`src/rtl/osc_ctrl_pkg.sv`:
```
// Shared definitions for the crystal oscillator start-up controller:
// FSM state encoding and PMU status bit positions.
package osc_ctrl_pkg;

  localparam int unsigned OSC_STATE_W = 3;

  typedef enum logic [OSC_STATE_W-1:0] {
    OSC_OFF     = 3'd0,
    OSC_STARTUP = 3'd1,
    OSC_MEASURE = 3'd2,
    OSC_READY   = 3'd3,
    OSC_FAIL    = 3'd4
  } osc_state_e;

  // Bit positions of the oscillator flags in the PMU status register
  localparam int unsigned STAT_EN_BIT    = 0;
  localparam int unsigned STAT_READY_BIT = 1;
  localparam int unsigned STAT_FAIL_BIT  = 2;

endpackage

```
`src/rtl/osc_edge_sync.sv`:
```
// Brings the asynchronous pad oscillator into the reference clock domain
// and produces a one-cycle pulse per oscillator rising edge.
module osc_edge_sync (
  input  logic clk,
  input  logic rst_b,
  input  logic osc_clk_in,
  output logic edge_pulse
);

  logic s1;
  logic s2;
  logic s3;

  // Two synchronizer stages followed by a history flop for edge detection
  always_ff @(posedge clk or negedge rst_b) begin
    if (!rst_b) begin
      s1 <= 1'b0;
      s2 <= 1'b0;
      s3 <= 1'b0;
    end else begin
      s1 <= osc_clk_in;
      s2 <= s1;
      s3 <= s2;
    end
  end

  assign edge_pulse = s2 & ~s3;

endmodule

```
`src/rtl/osc_startup_ctrl.sv`:
```
// Oscillator start-up sequencer and frequency monitor: enables the pad,
// waits the start-up time, then qualifies the oscillator by counting its
// edges over reference-clock windows, before and after declaring ready.
module osc_startup_ctrl
  import osc_ctrl_pkg::*;
#(
  parameter int unsigned STARTUP_CYC = 4096,
  parameter int unsigned WIN_CYC     = 256,
  parameter int unsigned MIN_EDGES   = 6,
  parameter int unsigned MAX_EDGES   = 10,
  parameter int unsigned GOOD_WINS   = 2,
  parameter int unsigned MAX_RETRY   = 3,
  parameter int unsigned TMR_W       = 16,
  parameter int unsigned EW          = 8
) (
  input  logic                   clk,
  input  logic                   rst_b,
  input  logic                   osc_req,
  input  logic                   osc_clk_in,
  output logic                   osc_en,
  output logic                   osc_ready,
  output logic                   osc_fail,
  output logic [EW-1:0]          edge_cnt_last,
  output logic [OSC_STATE_W-1:0] osc_state
);

  localparam int unsigned GW_W = $clog2(GOOD_WINS + 1);
  localparam int unsigned RT_W = $clog2(MAX_RETRY + 1);

  localparam logic [TMR_W-1:0] START_TC   = TMR_W'(STARTUP_CYC - 1);
  localparam logic [TMR_W-1:0] WIN_TC     = TMR_W'(WIN_CYC - 1);
  localparam logic [EW-1:0]    MIN_C      = EW'(MIN_EDGES);
  localparam logic [EW-1:0]    MAX_C      = EW'(MAX_EDGES);
  localparam logic [EW-1:0]    EDGE_SAT   = '1;
  localparam logic [GW_W-1:0]  GOOD_LAST  = GW_W'(GOOD_WINS - 1);
  localparam logic [RT_W-1:0]  RETRY_LAST = RT_W'(MAX_RETRY - 1);

  osc_state_e       state_q, state_d;
  logic [TMR_W-1:0] timer_q, timer_d;
  logic [EW-1:0]    edge_cnt_q, edge_cnt_d;
  logic [GW_W-1:0]  good_q, good_d;
  logic [RT_W-1:0]  retry_q, retry_d;
  logic [EW-1:0]    last_d;

  logic          edge_pulse;
  logic [EW-1:0] eval_cnt;
  logic          win_end;
  logic          win_good;

  osc_edge_sync u_edge_sync (
    .clk        (clk),
    .rst_b      (rst_b),
    .osc_clk_in (osc_clk_in),
    .edge_pulse (edge_pulse)
  );

  // The window verdict already includes an edge arriving on the final cycle
  assign eval_cnt = (edge_pulse && (edge_cnt_q != EDGE_SAT)) ? edge_cnt_q + 1'b1 : edge_cnt_q;
  assign win_end  = (timer_q == WIN_TC);
  assign win_good = (eval_cnt >= MIN_C) && (eval_cnt <= MAX_C);

  // Next-state and counter update; a dropped request overrides everything
  always_comb begin
    state_d    = state_q;
    timer_d    = timer_q;
    edge_cnt_d = edge_cnt_q;
    good_d     = good_q;
    retry_d    = retry_q;
    last_d     = edge_cnt_last;
    if (!osc_req) begin
      state_d    = OSC_OFF;
      timer_d    = '0;
      edge_cnt_d = '0;
      good_d     = '0;
      retry_d    = '0;
    end else begin
      unique case (state_q)
        OSC_OFF: state_d = OSC_STARTUP;
        OSC_STARTUP: begin
          if (timer_q == START_TC) begin
            state_d    = OSC_MEASURE;
            timer_d    = '0;
            edge_cnt_d = '0;
          end else begin
            timer_d = timer_q + 1'b1;
          end
        end
        OSC_MEASURE, OSC_READY: begin
          if (win_end) begin
            timer_d    = '0;
            edge_cnt_d = '0;
            last_d     = eval_cnt;
            if (state_q == OSC_MEASURE) begin
              if (win_good) begin
                good_d = good_q + 1'b1;
                if (good_q == GOOD_LAST) state_d = OSC_READY;
              end else begin
                good_d  = '0;
                retry_d = retry_q + 1'b1;
                if (retry_q == RETRY_LAST) state_d = OSC_FAIL;
              end
            end else if (!win_good) begin
              state_d = OSC_FAIL;
            end
          end else begin
            timer_d    = timer_q + 1'b1;
            edge_cnt_d = eval_cnt;
          end
        end
        OSC_FAIL: state_d = OSC_FAIL;
        default:  state_d = OSC_OFF;
      endcase
    end
  end

  // State, counters and registered outputs; flags are decoded from the next state
  always_ff @(posedge clk or negedge rst_b) begin
    if (!rst_b) begin
      state_q       <= OSC_OFF;
      timer_q       <= '0;
      edge_cnt_q    <= '0;
      good_q        <= '0;
      retry_q       <= '0;
      edge_cnt_last <= '0;
      osc_en        <= 1'b0;
      osc_ready     <= 1'b0;
      osc_fail      <= 1'b0;
    end else begin
      state_q       <= state_d;
      timer_q       <= timer_d;
      edge_cnt_q    <= edge_cnt_d;
      good_q        <= good_d;
      retry_q       <= retry_d;
      edge_cnt_last <= last_d;
      osc_en        <= (state_d == OSC_STARTUP) || (state_d == OSC_MEASURE) || (state_d == OSC_READY);
      osc_ready     <= (state_d == OSC_READY);
      osc_fail      <= (state_d == OSC_FAIL);
    end
  end

  assign osc_state = state_q;

endmodule

```
`config.mk`:
```
export PLATFORM = sky130hd
export DESIGN_NAME = osc_startup_ctrl
export DESIGN_NICKNAME = d
export VERILOG_FILES = /design/src/rtl/osc_ctrl_pkg.sv /design/src/rtl/osc_edge_sync.sv /design/src/rtl/osc_startup_ctrl.sv
export SDC_FILE = /design/constraint.sdc
export NUM_CORES = 1
export LEC_CHECK = 0
export ABC_AREA = 1
export ABC_CLOCK_PERIOD_IN_PS = 3520
export CORE_MARGIN = 2
export CORE_UTILIZATION = 40
export CTS_CLUSTER_DIAMETER = 100
export DETAILED_ROUTE_END_ITERATION = 10
export GPL_ROUTABILITY_DRIVEN = 0
export PLACE_DENSITY = 0.59
export SLEW_MARGIN = 0
export SYNTH_ARGS = -nofsm -noshare
export SYNTH_HDL_FRONTEND = slang
export SYNTH_SLANG_ARGS = --single-unit
export TNS_END_PERCENT = 100
```
`constraint.sdc`:
```
create_clock -name clk -period 3.52 [get_ports clk]
set_clock_uncertainty 0.05 [all_clocks]
set_input_delay 0.528 -clock clk [delete_from_list [all_inputs] [get_ports clk]]
set_output_delay 0.528 -clock clk [all_outputs]
set_load 0.05 [all_outputs]
```
==> results of run 1 <==
[metrics by stage]
stage / cell area, µm² / util, %
after floorplan: 2510 / -
final: 2830 / 47.2
after global placement: 2750 / 45.9
after global routing: 2830 / 47.2
after detailed placement: 2750 / 45.9
after CTS: 2830 / 47.2
[flip-flops by register name, summed over array words and instances (netlist names), 2 cells and up]
name / cells
edge_cnt_last: 8
edge_cnt_q: 8
good_q: 2
osc_state: 3
retry_q: 2
timer_q: 16
[cell type report]
| type | count | area, µm² | share of cell area, % |
|---|---|---|---|
| Sequential cell | 45 | 1130 | 39.8 |
| Inverter | 53 | 199 | 7.04 |
| Tap cell | 75 | 93.8 | 3.32 |
| Timing Repair Buffer | 19 | 180 | 6.37 |
| Clock buffer | 8 | 80.1 | 2.83 |
| Multi-Input combinational cell | 210 | 1150 | 40.6 |
[report_power, final]
part	total, mW	internal [mW]	switching (mW)
combinational	0.130	0.0442	0.0858
clock	0.310	0.141	0.169
sequential	0.564	0.542	0.0217
[logic make-up after synthesis]
family / synth area share (%)
adder cells (fa/ha/maj): 2.00
flip-flops: 44.9
buffers and inverters: 9.24
AO/OA/AOI/OAI: 11.6
XOR/XNOR: 1.40
multiplexers: 0.449
AND/OR/NAND/NOR: 30.4
[metal layers]
metal / global-route usage (%) / share of wire [%] / wire, µm / up-vias
li1: - / - / - / 1055
met1: 21.2 / 50 / 2440 / 955
met2: 24.1 / 46 / 2250 / 22
met3: 3.68 / 3.0 / 145 / 4
met4: 4.62 / 0.76 / 37 / 0
met5: 0 / 0 / 0 / -
[synthesized netlist by cell type, drive strengths merged (2+ instances only)]
| master | instances | area, µm² |
|---|---|---|
| nand3 | 28 | 168 |
| nand4 | 6 | 37.5 |
| xor2 | 2 | 17.5 |
| nor2 | 26 | 135 |
| nand2 | 82 | 345 |
| ha | 4 | 50.1 |
| o22ai | 8 | 50.1 |
| a21oi | 19 | 95.1 |
| o21ai | 16 | 91.3 |
| inv | 53 | 199 |
| xnor2 | 2 | 17.5 |
| dfrtp | 45 | 1130 |
| buf | 4 | 32.5 |
| nor3 | 8 | 61.3 |
[worst paths after layout]
| path | slack, ns | depth (start not counted) | start | endpoint |
|---|---|---|---|---|
| worst max-delay path | 1.11 | 12 | osc_req | timer_q[15] |
| worst min-delay path | 0.30 | 0 | u_edge_sync.s1 | u_edge_sync.s2 |
| worst max register to register | 1.22 | 12 | timer_q[0] | timer_q[4] |
| worst min register to register | 0.30 | 0 | u_edge_sync.s1 | u_edge_sync.s2 |
| max in group asynchronous | 2.43 | 1 | rst_b | edge_cnt_q[5] |
| min in group asynchronous | 0.36 | 1 | rst_b | u_edge_sync.s1 |
[critical path: cells and delay by family]
family | cells | cell delay (ns)
compound gates | 2 | 0.17
buf+inv | 4 | 0.86
simple gates | 6 | 0.99
==> run metrics, run 1 <==
count of antenna diodes in the layout=0; count of flip-flops with a built-in enable after synthesis=0; site row count=28; number of fillers in the final layout=583; number of placed I/O pins=18; final worst setup slack=1.11 ns; number of I/O port buffers=17; commonest cells after routing, fill and taps aside=sky130_fd_sc_hd__nand2_1, sky130_fd_sc_hd__inv_1, sky130_fd_sc_hd__dfrtp_1, sky130_fd_sc_hd__nand3_1; number of buffers created by CTS=5; Cells after Synth=312; total power density per cell area=355 nW/µm²; buffer count from post-CTS setup fixing=0; Clock Sinks=45; Max clock buf depth=2; number of buffers inserted by hold repair at cts=0; Core Box Area=5990 µm²; final setup vio count=0; aggregate global routing overflow=0; post-layout power=1.00 mW; Pre-Repair DR Iteration Count=4; post-synthesis area per instance=8.03 µm²; post-DR wirelength/cell=11.9 µm; maximum ir drop on the vdd rail=0.140 mV; detailed-route wire length=4.88 mm; Critical Path Slowest Stage Cell=sky130_fd_sc_hd__clkdlybuf4s50_1; share of the cycle needed by the critical path after routing=68.4%; share of final-layout standard cells stronger than drive strength 1=12.2%; horizontal die dimension=83.2 µm; number of gates resized after cts=0; share of flip-flops with an asynchronous set or reset=100%; HPWL after detailed placement=3.57 mm; starting utilization of the core area=41.8%; pin count of the biggest net entering global routing=46; clock input transition at the sequential cells of the worst setup and hold paths=0.08 ns; static leakage power=1.31 nW; minimum clock period=2.41 ns; fmax=415 MHz; drt drc=0; Iteration-0 DRC Markers=90; Hold WC Path Type=reg2reg; biggest cell delay along the critical path=0.40 ns; worst max-slew margin expressed relative to the limit=32.0%; sequential cell area fraction in the yosys report=44.9%; crit path kind=in2reg; Final Instance Count excl. Fillers=410; worst-path maximum fanout=11; remaining number of nets flagged by the antenna check after routing=0; via count normalized by instance count=4.97; kind of launch point of the worst setup path=input port; ordered list of cells on the worst path=clkdlybuf4s50_1, buf_4, inv_1, nor2_1, nand2_1, inv_2, nor2_1, nand4_1, nor2_1, nand2_1, o21ai_1, a21oi_1; commonest non-fill, non-tap cell in the layout=sky130_fd_sc_hd__nand2_1; post-placement cell count=402; synthesized net count=320; level count of the clock H-tree=2; Slew @ Worst Pin=1.02 ns; TritonCTS clock tree=built; global-route wire length before repair=8.87 mm; status=finished, final reports clean; combined area of all synthesized cells=2510 µm²; final hold viol count=0; Post-layout nets=342; unrepaired setup endpoints after global routing=false; antenna violations before repair=0; count of synthesis-stage warnings from yosys=0; Total Die Area=6910 µm²; final slew viol count=0; total routing resource utilization after global routing=15.4%; CP required=3.66 ns; CP arrival=2.55 ns; number of global-route vias before repair=1,966; Hold Slack=0.301 ns; DR vias=2,036; Area growth syn-to-layout=12.8%; CTS root buffer=sky130_fd_sc_hd__clkbuf_8; height of the die=83.2 µm; worst setup slack after placement=0.810 ns; predominant post-synthesis flop cell=sky130_fd_sc_hd__dfrtp_1; cell with the most instances on the worst path=sky130_fd_sc_hd__nor2_1; max-capacitance violation count=0; aggregate negative setup slack=0 ns; number of flip-flops and latches in the synthesized netlist=45; clock latency on the worst-skew pair=0.30 ns; number of distinct standard cells referenced by the synthesized netlist=35; critical path capture point type=flop
(Power assumes the default switching activity.)
==> run 2, diff against run 1 <==
--- a/config.mk
+++ b/config.mk
@@ -6,13 +6,13 @@
 export NUM_CORES = 1
 export LEC_CHECK = 0
 export ABC_AREA = 1
-export ABC_CLOCK_PERIOD_IN_PS = 3520
+export ABC_CLOCK_PERIOD_IN_PS = 2100
 export CORE_MARGIN = 2
 export CORE_UTILIZATION = 40
 export CTS_CLUSTER_DIAMETER = 100
 export DETAILED_ROUTE_END_ITERATION = 10
 export GPL_ROUTABILITY_DRIVEN = 0
-export PLACE_DENSITY = 0.59
+export PLACE_DENSITY = 0.61
 export SLEW_MARGIN = 0
 export SYNTH_ARGS = -nofsm -noshare
 export SYNTH_HDL_FRONTEND = slang
==> constraint.sdc (replaced) <==
create_clock -name clk -period 2.1 [get_ports clk]
set_clock_uncertainty 0.05 [all_clocks]
set_input_delay 0.315 -clock clk [delete_from_list [all_inputs] [get_ports clk]]
set_output_delay 0.315 -clock clk [all_outputs]
set_load 0.05 [all_outputs]
==> run 2 against run 1 <==
Net effect: the run now ends with hold timing left; worst hold slack got worse by 0.31 ns; via count rose by 4.7%; register-to-register slack got worse by 1.2 ns; count of clock-buffer cells in the layout did not move; utilization rose by 5.2 points; final cell count rose by 6.3%; combinational power rose by 120%.
==> run metrics, run 2 (synthesized netlist as in run 1, its figures left out) <==
detailed-route wire length=5.30 mm (was 4.88 mm); remaining number of nets flagged by the antenna check after routing=0 (unchanged); fmax=480 MHz; starting utilization of the core area=41.8% (unchanged); Hold WC Path Type=in2async (was reg2reg); number of placed I/O pins=18 (unchanged); worst reg-to-reg path cell count=17 (was 12); count of antenna diodes in the layout=0 (unchanged); HPWL after detailed placement=3.70 mm (was 3.57 mm); antenna violations before repair=0 (unchanged); Total Die Area=6910 µm² (unchanged); critical path capture point type=flop (unchanged); final worst setup slack=0.0146 ns (was 1.11 ns); share of final-layout standard cells stronger than drive strength 1=23.8% (was 12.2%); Finished Core Util=52.4% (was 47.2%); worst-path maximum fanout=4 (was 11); register ranked first by flip-flop count=timer_q (unchanged); final instance area=3140 µm² (was 2830 µm²); CTS root buffer=sky130_fd_sc_hd__clkbuf_8 (unchanged); violations in the final reports=hold timing; commonest non-fill, non-tap cell in the layout=sky130_fd_sc_hd__nand2_1 (unchanged); status=finished with violations (was finished, final reports clean); level count of the clock H-tree=2 (unchanged); worst reg2reg endpoint=osc_ready (was timer_q[4]); post-DR wirelength/cell=12.1 µm (was 11.9 µm); unrepaired setup endpoints after global routing=true (was false); setup slack of the worst register-to-register path=0.01 ns (was 1.22 ns); biggest cell delay along the critical path=0.38 ns (was 0.40 ns); cell class contributing the biggest share of worst-path delay=simple AND/OR/NAND/NOR gates (unchanged); worst setup slack after placement=-0.0458 ns (was 0.810 ns); Core Box Area=5990 µm² (unchanged); Post-layout nets=368 (was 342); clock latency on the worst-skew pair=0.29 ns (was 0.30 ns); DR vias=2,131 (was 2,036); commonest cells after routing, fill and taps aside=sky130_fd_sc_hd__nand2_1, sky130_fd_sc_hd__inv_1, sky130_fd_sc_hd__dfrtp_1, sky130_fd_sc_hd__buf_4, sky130_fd_sc_hd__nand3_1 (was sky130_fd_sc_hd__nand2_1, sky130_fd_sc_hd__inv_1, sky130_fd_sc_hd__dfrtp_1, sky130_fd_sc_hd__nand3_1); aggregate global routing overflow=0 (unchanged); Max clock buf depth=2 (unchanged); height of the die=83.2 µm (unchanged); Area growth syn-to-layout=25.2% (was 12.8%); site row count=28 (unchanged); registers with the most flip-flops=timer_q (16), edge_cnt_last (8), edge_cnt_q (8) (unchanged); CP arrival=2.27 ns (was 2.55 ns); aggregate negative setup slack=0 ns (unchanged); pin count of the biggest net entering global routing=29 (was 46); Crit path buffers/inverters=2 (was 4); drt drc=0 (unchanged); flip-flop count of the largest register after layout=16 (unchanged); placed cell area=2850 µm² (was 2750 µm²); share of the cycle needed by the critical path after routing=99.3%; Slew @ Worst Pin=0.645 ns (was 1.02 ns); final setup vio count=0 (unchanged); crit path kind=reg2reg (was in2reg); Hold Slack=-0.00810 ns (was 0.301 ns); static leakage power=1.48 nW (was 1.31 nW); Pre-Repair DR Iteration Count=4 (unchanged); kind of launch point of the worst setup path=flop (was input port); max-capacitance violation count=0 (unchanged); clock input transition at the sequential cells of the worst setup and hold paths=0.08 ns (about the same); TritonCTS clock tree=built (unchanged); total routing resource utilization after global routing=15.7% (was 15.4%); Critical Path Slowest Stage Cell=sky130_fd_sc_hd__dfrtp_1 (was sky130_fd_sc_hd__clkdlybuf4s50_1); via count normalized by instance count=4.89 (was 4.97); final slew viol count=0 (unchanged); Iteration-0 DRC Markers=119 (was 90); Clock Sinks=45 (unchanged); number of I/O port buffers=17 (unchanged); ordered list of cells on the worst path=ha_2, nand2_2, nor2_4, buf_6, nand2_4, nand4_1, nand2_4, nand3_4, nor2_4, nand3_1, nand2_1, nand2_1, nand2_1, nand2_1, nand2_2, inv_2, nor2_2 (was clkdlybuf4s50_1, buf_4, inv_1, nor2_1, nand2_1, inv_2, nor2_1, nand4_1, nor2_1, nand2_1, o21ai_1, a21oi_1); launch instance of the worst register-to-register path=edge_cnt_q[1] (was timer_q[0]); cell with the most instances on the worst path=sky130_fd_sc_hd__nand2_1 (was sky130_fd_sc_hd__nor2_1); horizontal die dimension=83.2 µm (unchanged); global-route wire length before repair=8.96 mm (was 8.87 mm); worst max-slew margin expressed relative to the limit=57.0% (was 32.0%); total power density per cell area=554 nW/µm² (was 355 nW/µm²); number of buffers created by CTS=5 (unchanged); maximum ir drop on the vdd rail=0.236 mV (was 0.140 mV); final hold viol count=18 (was 0); CP required=2.28 ns (was 3.66 ns); minimum clock period=2.09 ns; number of global-route vias before repair=1,990 (was 1,966)
-- run 2: worst max path at each step --
stage | startpoint | endpoint | slack (ns) | cells after the start
final | edge_cnt_q[1] | osc_ready | 0.01 | 17
after CTS | edge_cnt_q[0] | osc_en | 0.01 | 18
after global placement | edge_cnt_q[0] | osc_en | 0.04 | 18
after detailed placement | timer_q[0] | timer_q[8] | -0.05 | 10
after global routing | edge_cnt_q[1] | osc_ready | -0.17 | 17
after floorplan | osc_state[1] | timer_q[14] | 0.03 | 10
-- run 2: stage by stage --
| stage | instances | total power [mW] |
|---|---|---|
| floorplan | 312 | 1.11 |
| global placement | 416 | 1.19 |
| detailed placement | 416 | 1.20 |
| CTS | 424 | 1.73 |
| global route | 436 | 1.83 |
| finish | 436 | 1.74 |
-- run 2: cell type report --
type | instances | area [µm²]
Fill cell | 554 | 2850
Multi-Input combinational cell | 212 | 1270
Sequential cell | 45 | 1130
Timing Repair Buffer | 43 | 364
Inverter | 53 | 199
Tap cell | 75 | 93.8
Clock buffer | 8 | 80.1
-- run 2: routing by layer --
metal	global-route usage [%]	vias to the layer above	wire (µm)
met1	21.3	986	2600
met3	2.98	7	139
met4	5.37	0	59
met5	0	-	0
met2	25.1	27	2490
li1	-	1111	-
-- run 2: power breakdown --
| part | switching [mW] | leakage [nW] | internal, mW |
|---|---|---|---|
| combinational | 0.167 | 0.850 | 0.114 |
| clock | 0.283 | 0.0395 | 0.237 |
| sequential | 0.0285 | 0.593 | 0.908 |
-- run 2: what timing repair did --
item / in CTS / in global routing
hold buffers: 0 / 0
setup buffers: 0 / 10
cloned: 0 / 2
endpoints found under the setup margin: 10 / 42
pin swaps: 0 / 19
gates resized for setup: 1 / 27
==> run 3, diff against run 2 <==
--- a/config.mk
+++ b/config.mk
@@ -7,7 +7,7 @@
 export LEC_CHECK = 0
 export ABC_AREA = 1
 export ABC_CLOCK_PERIOD_IN_PS = 2100
-export CORE_MARGIN = 2
+export CORE_MARGIN = 5
 export CORE_UTILIZATION = 40
 export CTS_CLUSTER_DIAMETER = 100
 export DETAILED_ROUTE_END_ITERATION = 10
==> run 3 against run 2 <==
Net effect: the run now ends clean; clock power rose by 13%; count of clock-buffer cells in the layout fell by 1; register-to-register slack barely moved; setup slack improved by 0.0084 ns; flip-flop and latch count did not move; power rose by 2.5%; cell area rose by 0.20%; non-clock buffer count fell by 6; worst hold slack improved by 0.31 ns; largest cell class unchanged; critical path depth fell by 1; global-route usage fell by 2.0 points; die area rose by 15%.
==> run metrics, run 3 (synthesized netlist as in run 1, its figures left out) <==
status=finished, final reports clean (was finished with violations); Hold WC Path Type=reg2reg (was in2async); flip-flop count of the largest register after layout=16 (unchanged); Post-layout nets=362 (was 368); starting utilization of the core area=41.8% (unchanged); final slew viol count=0 (unchanged); remaining number of nets flagged by the antenna check after routing=0 (unchanged); global-route wire length before repair=8.65 mm (was 8.96 mm); TritonCTS clock tree=built (unchanged); number of placed I/O pins=18 (unchanged); horizontal die dimension=89.2 µm (was 83.2 µm); register ranked first by flip-flop count=timer_q (unchanged); total power density per cell area=566 nW/µm² (was 554 nW/µm²); count of antenna diodes in the layout=0 (unchanged); post-DR wirelength/cell=12.7 µm (was 12.1 µm); share of the cycle needed by the critical path after routing=98.9% (was 99.3%); Area growth syn-to-layout=25.5% (was 25.2%); clock input transition at the sequential cells of the worst setup and hold paths=0.08 ns (about the same); CTS root buffer=sky130_fd_sc_hd__clkbuf_8 (unchanged); number of fillers in the final layout=562 (was 554); aggregate negative setup slack=0 ns (unchanged); Core Box Area=5990 µm² (unchanged); share of final-layout standard cells stronger than drive strength 1=24.2% (was 23.8%); unrepaired setup endpoints after global routing=true (unchanged); worst max-slew margin expressed relative to the limit=66.9% (was 57.0%); final setup vio count=0 (unchanged); kind of launch point of the worst setup path=flop (unchanged); fmax=481 MHz (was 480 MHz); minimum clock period=2.08 ns (was 2.09 ns); worst-path maximum fanout=4 (unchanged); Slew @ Worst Pin=0.496 ns (was 0.645 ns); worst setup slack after placement=-0.0149 ns (was -0.0458 ns); total routing resource utilization after global routing=13.7% (was 15.7%); Finished Core Util=52.5% (was 52.4%); detailed-route wire length=5.47 mm (was 5.30 mm); maximum ir drop on the vdd rail=0.380 mV (was 0.236 mV); cell class contributing the biggest share of worst-path delay=simple AND/OR/NAND/NOR gates (unchanged); drt drc=0 (unchanged); Crit path buffers/inverters=0 (was 2); launch instance of the worst register-to-register path=edge_cnt_q[0] (was edge_cnt_q[1]); Iteration-0 DRC Markers=50 (was 119); pin count of the biggest net entering global routing=46 (was 29); final worst setup slack=0.0231 ns (was 0.0146 ns); placed cell area=2840 µm² (was 2850 µm²); commonest non-fill, non-tap cell in the layout=sky130_fd_sc_hd__nand2_1 (unchanged); cell with the most instances on the worst path=sky130_fd_sc_hd__nand2_1 (unchanged); worst hold path depth=0; number of I/O port buffers=17 (unchanged); final instance area=3140 µm² (about the same); Max clock buf depth=2 (unchanged); clock latency on the worst-skew pair=0.30 ns (was 0.29 ns); Critical Path Slowest Stage Cell=sky130_fd_sc_hd__dfrtp_2 (was sky130_fd_sc_hd__dfrtp_1); start point of the worst min-delay path=u_edge_sync.s1; CP required=2.28 ns (about the same); critical path capture point type=flop (unchanged); via count normalized by instance count=5.06 (was 4.89); antenna violations before repair=0 (unchanged); ordered list of cells on the worst path=ha_4, nand2_4, nor2_4, nand2_2, nand4_1, nand2_4, nand3_4, nor2_4, nand2_2, nand2_1, nand2_1, nand2_1, nand2_1, nand2_1, nand2_2, nor2_2 (was ha_2, nand2_2, nor2_4, buf_6, nand2_4, nand4_1, nand2_4, nand3_4, nor2_4, nand3_1, nand2_1, nand2_1, nand2_1, nand2_1, nand2_2, inv_2, nor2_2); worst reg-to-reg path cell count=16 (was 17); Hold Slack=0.303 ns (was -0.00810 ns); number of global-route vias before repair=1,964 (was 1,990); commonest cells after routing, fill and taps aside=sky130_fd_sc_hd__nand2_1, sky130_fd_sc_hd__inv_1, sky130_fd_sc_hd__dfrtp_1, sky130_fd_sc_hd__nand3_1, sky130_fd_sc_hd__a21oi_1 (was sky130_fd_sc_hd__nand2_1, sky130_fd_sc_hd__inv_1, sky130_fd_sc_hd__dfrtp_1, sky130_fd_sc_hd__buf_4, sky130_fd_sc_hd__nand3_1); hold-critical path endpoint=u_edge_sync.s2; level count of the clock H-tree=2 (unchanged); number of buffers created by CTS=5 (unchanged); registers with the most flip-flops=timer_q (16), edge_cnt_last (8), edge_cnt_q (8) (unchanged); static leakage power=1.47 nW (was 1.48 nW); site row count=28 (unchanged); Clock Sinks=45 (unchanged); setup slack of the worst register-to-register path=0.02 ns (was 0.01 ns); crit path kind=reg2reg (unchanged); HPWL after detailed placement=3.71 mm (was 3.70 mm); biggest cell delay along the critical path=0.45 ns (was 0.38 ns); post-layout power=1.78 mW (was 1.74 mW); CP arrival=2.25 ns (was 2.27 ns); worst reg2reg endpoint=osc_ready (unchanged); height of the die=89.2 µm (was 83.2 µm); Pre-Repair DR Iteration Count=4 (unchanged); DR vias=2,175 (was 2,131); final hold viol count=0 (was 18); Final Instance Count excl. Fillers=430 (was 436); Total Die Area=7950 µm² (was 6910 µm²); post-placement cell count=413 (was 416); aggregate global routing overflow=0 (unchanged); max-capacitance violation count=0 (unchanged)
-- run 3: cell type report --
class | count | area (µm²) | area share [%]
multi-input cells | 212 | 1290 | 41.0
flip-flops and latches | 45 | 1130 | 35.9
repair buffers | 37 | 330 | 10.5
inverters | 53 | 201 | 6.41
clock buffers | 7 | 96.3 | 3.06
well taps | 75 | 93.8 | 2.98
clock inverters | 1 | 5.00 | 0.159
-- run 3: worst max path at each step --
stage,from,to,slack (ns),depth (start not counted)
final,edge_cnt_q[0],osc_ready,0.02,16
after global routing,edge_cnt_q[1],osc_ready,-0.13,15
after CTS,edge_cnt_q[0],osc_ready,0.005,17
after detailed placement,timer_q[0],timer_q[8],-0.01,10
after global placement,edge_cnt_q[0],osc_ready,0.06,18
after floorplan,osc_state[1],timer_q[14],0.03,10
-- run 3: routing by layer --
layer	share of wire (%)	vias to the layer above	global-route usage, %
met1	47	1025	18.5
met5	0	-	0
met2	47	31	21.5
met4	2.2	0	5.01
met3	3.3	12	2.95
li1	-	1107	-
-- run 3: power breakdown --
| group | switching (mW) | total [mW] | leakage [nW] | internal (mW) |
|---|---|---|---|---|
| clock | 0.290 | 0.588 | 0.0542 | 0.298 |
| sequential | 0.0349 | 0.943 | 0.592 | 0.908 |
| combinational | 0.154 | 0.250 | 0.821 | 0.0961 |
-- run 3: repair_timing --
action,CTS,global route
gates cloned,0,2
setup endpoints to repair,4,41
resized for setup,2,30
pin swaps,0,9
hold buffers,1,0
endpoints found under the hold margin,45,0
setup buffers,0,6
